`config.mk`:
```
export PLATFORM = sky130hd
export DESIGN_NAME = abs_mag_stream
export DESIGN_NICKNAME = d
export VERILOG_FILES = /design/src/rtl/abs_mag_stream.sv
export SDC_FILE = /design/constraint.sdc
export NUM_CORES = 1
export LEC_CHECK = 0
export BUFFER_PORTS_ARGS = -buffer_cell sky130_fd_sc_hd__buf_2
export CAP_MARGIN = 40
export CORE_MARGIN = 2
export CORE_UTILIZATION = 55
export CTS_BUF_LIST = sky130_fd_sc_hd__clkbuf_8 sky130_fd_sc_hd__clkbuf_16
export CTS_CLUSTER_SIZE = 14
export DETAILED_ROUTE_END_ITERATION = 8
export GPL_ROUTABILITY_DRIVEN = 1
export PLACE_DENSITY_LB_ADDON = 0.12
export RECOVER_POWER = 100
export SYNTH_ARGS = -nofsm -noshare
export SYNTH_HDL_FRONTEND = slang
export SYNTH_SLANG_ARGS = --single-unit
```
`constraint.sdc`:
```
create_clock -name iclk -period 3.7 [get_ports iclk]
set_input_delay 0.185 -clock iclk [delete_from_list [all_inputs] [get_ports iclk]]
set_output_delay 0.185 -clock iclk [all_outputs]
set_load 0.01 [all_outputs]
```
`src/rtl/abs_mag_stream.sv`:
```
// Streaming |x| stage with a 1-entry skid buffer, most-negative clamp and saturation counter.
// Optional peak tracking is enabled by defining ABS_MAG_PEAK_TRACK_EN.
module abs_mag_stream #(
  parameter int DATA_W   = 16,
  parameter int IDX_W    = 32,
  parameter int SATURATE = 1,
  parameter int CNT_W    = 16
) (
  input  logic              iclk,
  input  logic              irstn,
  input  logic              ivalid,
  output logic              oready,
  input  logic [DATA_W-1:0] idata,
  input  logic [IDX_W-1:0]  iidx,
  output logic              ovalid,
  input  logic              iready,
  output logic [DATA_W-1:0] odata,
  output logic [IDX_W-1:0]  oidx,
  output logic              osat,
  input  logic              iclr,
  output logic [CNT_W-1:0]  osat_cnt
`ifdef ABS_MAG_PEAK_TRACK_EN
  ,
  output logic [DATA_W-1:0] opeak,
  output logic [IDX_W-1:0]  opeak_idx
`endif
);

  localparam logic [DATA_W-1:0] MIN_NEG = {1'b1, {(DATA_W-1){1'b0}}};
  localparam logic [DATA_W-1:0] MAX_POS = {1'b0, {(DATA_W-1){1'b1}}};

  logic [DATA_W-1:0] mag;
  logic              sat_in;
  logic              in_xfer, out_xfer, out_free, skid_nxt;

  logic              skid_full;
  logic [DATA_W-1:0] skid_data;
  logic [IDX_W-1:0]  skid_idx;
  logic              skid_sat;

  always_comb begin
    sat_in   = (idata == MIN_NEG) && (SATURATE != 0);
    mag      = idata[DATA_W-1] ? (~idata + DATA_W'(1)) : idata;
    if (sat_in) mag = MAX_POS;
    in_xfer  = ivalid && oready;
    out_xfer = ovalid && iready;
    out_free = !ovalid || iready;
    // The skid holds a beat only while the output register cannot take it.
    skid_nxt = !out_free && (skid_full || in_xfer);
  end

  always_ff @(posedge iclk) begin
    if (!irstn) begin
      ovalid    <= 1'b0;
      oready    <= 1'b1;
      odata     <= '0;
      oidx      <= '0;
      osat      <= 1'b0;
      skid_full <= 1'b0;
      skid_data <= '0;
      skid_idx  <= '0;
      skid_sat  <= 1'b0;
    end else begin
      oready    <= !skid_nxt;
      skid_full <= skid_nxt;
      if (skid_full) begin
        // Skid beat is older than anything upstream, so it drains first.
        if (out_free) begin
          ovalid <= 1'b1;
          odata  <= skid_data;
          oidx   <= skid_idx;
          osat   <= skid_sat;
        end
      end else if (in_xfer) begin
        if (out_free) begin
          ovalid <= 1'b1;
          odata  <= mag;
          oidx   <= iidx;
          osat   <= sat_in;
        end else begin
          skid_data <= mag;
          skid_idx  <= iidx;
          skid_sat  <= sat_in;
        end
      end else if (out_xfer) begin
        ovalid <= 1'b0;
      end
    end
  end

  always_ff @(posedge iclk) begin
    if (!irstn)
      osat_cnt <= '0;
    else if (iclr)
      osat_cnt <= '0;
    else if (in_xfer && sat_in && (osat_cnt != {CNT_W{1'b1}}))
      osat_cnt <= osat_cnt + CNT_W'(1);
  end

`ifdef ABS_MAG_PEAK_TRACK_EN
  always_ff @(posedge iclk) begin
    if (!irstn) begin
      opeak     <= '0;
      opeak_idx <= '0;
    end else if (iclr) begin
      // A beat leaving in the clear cycle seeds the new peak.
      opeak     <= out_xfer ? odata : '0;
      opeak_idx <= out_xfer ? oidx  : '0;
    end else if (out_xfer && (odata > opeak)) begin
      opeak     <= odata;
      opeak_idx <= oidx;
    end
  end
`endif

endmodule

```
# Word-level counts from Yosys, hierarchy flattened
# Index checks and enable logic that the tools add are counted.
[classes]
addsub = 2
n_eq_ne = 2
muxes = 18
n_bitwise = 4
reduce_logical = 15
[ops]
columns = ["op", "n"]
rows = [
  ["2-to-1 mux 32 bit", 4],
  ["2-to-1 mux 16 bit", 6],
  ["adder 16 x 1 -> 16 bit (second input constant)", 2],
  ["== test 16 bit (second input constant)", 1],
  ["!= test 16 bit (second input constant)", 1],
  ["NOT 16 bit", 1],
  ["2-to-1 mux 1 bit", 8],
  ["logical AND 1 bit", 5],
  ["logical NOT 1 bit", 3],
  ["NOT 1 bit", 3],
  ["AND reduction 3 bit", 1],
  ["nonzero test 3 bit", 1],
  ["logical OR 1 bit", 2],
  ["AND reduction 2 bit", 1],
  ["nonzero test 2 bit", 1],
  ["OR reduction 2 bit", 1],
]
[word_totals]
ff_bits = 117
inputBits = 53
out_inout_bits = 67
elab_cells = 51

# Longest topological paths before layout
[depth]
word_depth = 7
ltp_mapped = 9
mapped_depth_nobuf = 7

# Worst setup path before layout
# OpenSTA, ideal clock, no wires.
[synth_timing]
kind = "flip-flop to flip-flop"
startpoint = "register osat_cnt[6]"
endpoint = "register osat_cnt[1]"
arrival_time_ps = 1979
required_ps = 3572
slack_ps = 1593
path_stages_with_launch = 7
path_buffers = 1
period_less_slack_ps = 2107
cell_sequence = "dfxtp_1 > nand4_1 > or4_1 > o211ai_1 > buf_2 > mux2i_1 > nor2_1"
[synth_via]
elab_chain_len = 2
[synth_lines]
columns = ["item", "line_no", "rtl"]
rows = [
  ["from (decl)", "21", "output logic [CNT_W-1:0] osat_cnt"],
  ["from (signal assigned)", "97", "osat_cnt <= osat_cnt + CNT_W'(1);"],
  ["!= test 16 bit", "96", "else if (in_xfer && sat_in && (osat_cnt != {CNT_W{1'b1}}))"],
  ["logical AND 1 bit", "96", ""],
]
# Every way passes these cells.
# A chain may end at the register's enable or synchronous reset.

# Final worst setup path
[layout_timing]
startpoint = "register skid_full"
endpoint = "register oidx[23]"
[layout_via]
elab_chain_len = 2
[layout_lines]
columns = ["item", "line_no", "rtl"]
rows = [
  ["from (decl)", "36", "logic skid_full;"],
  ["from (signal assigned)", "65", "skid_full <= skid_nxt;"],
  ["nonzero test 2 bit (no line)", "n/a", ""],
  ["AND reduction 2 bit (no line)", "n/a", ""],
  ["to (signal assigned)", "71", "oidx <= skid_idx;"],
  ["to (signal assigned)", "78", "oidx <= iidx;"],
  ["to (decl)", "18", "output logic [IDX_W-1:0] oidx,"],
]
# Parallel ways exist; a longest one is shown, timed or not.

==> impl.org <==
** Status
- Run status :: completed

** STA
- The final count of pins violating max slew is 0.
- Setup TNS after final layout :: 0 ns
- Setup repair after global routing missed its margin :: no
- Clock period minus worst slack :: roughly 2.9 ns
- Across all hold checks on the routed design, the worst slack comes to 0.0469 ns.
- Share of the clock period used by the worst path after layout :: 0.777
- Between clock sinks in the finished design, the worst skew comes to 0.00772 ns.
- The final number of hold-violating endpoints was 0.
- Slew at the pin closest to its max-slew limit :: 1.23 ns
- Maximum operating frequency :: 348 MHz
- Setup-violating endpoint count in the final report :: 0
- Relative slew margins :: 0.181

** Place
- At the end of routability-driven placement, the weighted congestion stood at roughly 0.85.
- Summed over all nets, the half-perimeter wirelength after detailed placement is 8460 um.
- Once placement finished, the instance area stood at 0.00595 mm^2.
- The count of buffers added on input and output ports is 119.

** Setup path
- For this run, the slowest stage of the critical path takes 0.76 ns.
- Element type at the critical path start :: flip-flop
- Data arrives at the worst endpoint at 3.28 ns.
- Startpoint-to-endpoint class of the critical path :: reg -> reg
- The setup check on the worst reg-to-reg path leaves a slack of 0.82 ns.
- Critical path fanouts, max :: 46
- The number of buffers and inverters on the critical path is 2.
- In this run the number of cells on the critical path is 6.
- The slowest stage of the critical path belongs to the cell sky130_fd_sc_hd__clkbuf_1.
- Gate family responsible for the most delay along the worst path :: buffers and inverters
- Kind of capture point of the worst setup path :: flip-flop
- Cell-by-cell listing of the critical path :: buf_4, a21oi_1, nor2_4, clkbuf_1, nand2_1, o211a_1
- Cells on worst reg2reg path :: 6
- Data required time of the worst path :: between 4 and 5 ns

** Yosys
- Averaged over all synthesized cells, the footprint is 8.91 um^2.
- Post-Syn Nets :: 645
- Netlist cell types :: 45
- Biggest area consumer among synthesized cells :: sky130_fd_sc_hd__dfxtp_1
- Counting flops with an async set or reset pin after synthesis yields a share of 0.
- For this run, the number of Yosys warnings is 0.
- Ranked by total cell area, the synthesized netlist is headed by sky130_fd_sc_hd__dfxtp_1 (45%), sky130_fd_sc_hd__nand2_1 (9.0%), sky130_fd_sc_hd__mux2i_1 (6.7%), sky130_fd_sc_hd__o211a_1 (6.7%), sky130_fd_sc_hd__a21boi_0 (6.1%).
- Sequential-to-total area share from yosys stat :: 0.446
- Cell area after technology mapping :: 0.00526 mm^2
- The cell count after synthesis came out at 590.
- Commonest register cell after synthesis :: sky130_fd_sc_hd__dfxtp_1
- Count of flip-flops with a built-in enable after synthesis :: 0
- In this run, synthesis produced a sequential element count of between 100 and 150.
- Top cell type's share of synthesized area :: 0.446

** Finish
- Final non-filler cell area :: 0.00675 mm^2
- In the final layout, the share of cells above drive strength 1 is 0.139.
- Number of nets in the final layout :: 782
- Measured on the finished design, the core utilization comes to 0.730.
- Area delta synth->final :: 28.4%

** Pwr
- Of the total power, the share spent switching nets is 0.248.
- Leak :: 0.00270 uW
- The completed layout was analyzed and its total power is approximately 3400 uW.
- In this run the power spent charging and discharging nets is 839 uW.
- Combinational power share :: 0.102
- The share of total power dissipated in the clock network is 0.496.
- Internal power of the cells :: 2540 uW
- Sequential fraction of design power :: 0.402
- Max VDD drop :: 0.330 mV
- Pwr dens :: 501 mW/mm^2

** Detailed routing
- Uppermost layer routed :: met5
- Number of detailed-routing iterations run before antenna repair :: 4
- Routed wire length per instance :: ~16 um
- The final layout contains routed wiring with a total length of 13,700 um.
- In the routed layout, each cell is associated on average with a via count of about 5.7.
- Count of vias placed by the detailed router :: approximately 5,000
- The routed design uses 6970 um of met2 wire.
- Final routed DRC violation total :: 0
- DRT met1 WL :: 5620 um
- After the first detailed-routing iteration, the DRC count stood at between 200 and 250.
- Met3 wire len :: just under 800 um
- The detail route stage leaves a number of antenna-violating nets equal to 0.

** Clocking
- Clock tree synthesis found a total of 117 sinks.
- Counting along the longest clock path gives a buffer depth of 2.
- The H-tree generated during clock tree synthesis spans 4 levels.
- Source-to-sink clock delay at the later pin of the worst-skew pair :: 0.52 ns
- Clk Tree Root Cell :: sky130_fd_sc_hd__clkbuf_8
- TritonCTS clock tree :: yes
- Counting the buffers created by CTS gives 17.
- After clock tree synthesis, the clock-pin slew on the worst setup and hold paths is 0.06 ns.

** Worst hold path
- In this run the worst hold path is classified as in -> reg.
- Number of instances on the worst hold path :: 3

** GRT
- All-layer global routing usage :: 0.268
- The number of antenna violations at the first check in global routing is 1.
- The total overflow left after global routing is 0.
- Vias in the first global route :: 4,882
- Entering global routing, the biggest net connects 56 pins.
- Global-route wire length before repair :: 22,100 um

** Die
- Starting density of the core :: 0.569
- After floorplanning, the core was sized to cover 0.00924 mm^2.
- The die is 102 um tall.
- The floorplan step set the die width to 102 um.
- After floorplanning, the core was divided into 35 placement rows.
- Top-level port count :: 120
- The die covers 0.0104 mm^2.

** Job
- Across the run, the number of max-cap violations was 0.
## cell usage in the layout (no fill, tap or decap), types with 11 or more instances in the layout
cell type and n:
sky130_fd_sc_hd__nand2_1 126, sky130_fd_sc_hd__dfxtp_1 117, sky130_fd_sc_hd__clkbuf_1 72, sky130_fd_sc_hd__buf_2 52
sky130_fd_sc_hd__a21boi_0 43, sky130_fd_sc_hd__mux2i_1 35, sky130_fd_sc_hd__o211a_1 35, sky130_fd_sc_hd__dlygate4sd3_1 32
sky130_fd_sc_hd__o21ai_0 25, sky130_fd_sc_hd__a21oi_1 23, sky130_fd_sc_hd__clkbuf_16 16, sky130_fd_sc_hd__nand3_1 12
sky130_fd_sc_hd__nor2_1 11
## cell families after synthesis
kind of cell             count (synthesis)  synth area share
AND/OR/NAND/NOR                        206             0.183
AO/OA/AOI/OAI                          166             0.240
flip-flops                             117             0.446
buffers and inverters                   51            0.0383
multiplexers                            35            0.0667
XOR/XNOR                                13            0.0217
adder cells (fa/ha/maj)                  2           0.00476
## routing by layer
layer	track usage	vias up
met5	0	-
met4	0.114	2
met3	0.0669	33
met2	0.464	166
met1	0.314	2382
li1	-	2388
## synth_stat cells, drive strengths merged, types with 3 or more instances
master,count
and2,5
nand2b,5
nor3,8
nand3,12
mux2i,35
a21oi,23
o31ai,10
or3,10
clkbuf,34
nor2,12
a21boi,43
buf,8
o221ai,6
o211a,35
o211ai,5
dfxtp,117
or4,9
nand4,4
nor3b,4
o221a,6
xnor2,10
xor2,3
nand2,126
a31o,4
inv,9
o21ai,25
## area by class of cell
cell class	instances	area, um^2
Antenna cell	1	2.50
Fill cell	740	2490
Timing Repair Buffer	160	881
Multi-Input combinational cell	422	2710
Sequential cell	117	2340
Tap cell	129	161
Inverter	9	33.8
Clock inverter	13	171
Clock buffer	19	442
## flip-flops by register name (all words and copies together), names as in the netlist
name,count
oidx,32
skid_idx,32
odata,16
osat_cnt,16
skid_data,16
oready,1
osat,1
ovalid,1
skid_full,1
skid_sat,1
## worst register-to-register path, stage by stage, from the launching register on
cell and delay [ns]:
sky130_fd_sc_hd__dfxtp_1 0.33, sky130_fd_sc_hd__buf_4 0.58, sky130_fd_sc_hd__a21oi_1 0.20, sky130_fd_sc_hd__nor2_4 0.57, sky130_fd_sc_hd__clkbuf_1 0.76, sky130_fd_sc_hd__nand2_1 0.15, sky130_fd_sc_hd__o211a_1 0.17
## power by group through the flow
stage	registers, uW	clock network, uW	logic, uW
5_1_grt	1360	1750	381
3_3_place_gp	1380	0	320
3_5_place_dp	1380	0	331
4_1_cts	1360	1690	360
2_1_floorplan	1400	0	177
6_report	1360	1680	346
## path summary, 6_finish.rpt
kind                 startpoint            end
setup / recovery      skid_full       oidx[23]
setup reg to reg      skid_full       oidx[23]
hold reg to reg   skid_data[14]  skid_data[14]
hold / removal        idata[13]      odata[13]
## stage by stage
stage / cells / setup WS, ns
global route: 869 / 0.583
finish: 870 / 0.825
CTS: 869 / 1.23
detailed placement: 805 / 1.01
floorplan: 590 / 1.59
global placement: 803 / 1.13
## what timing repair did
action,4_1_cts,5_1_grt
gates resized for setup,0,0
setup buffers,0,0
endpoints found under the hold margin,32,0
hold buffers,32,0
Power figures use the tool's default switching activity.
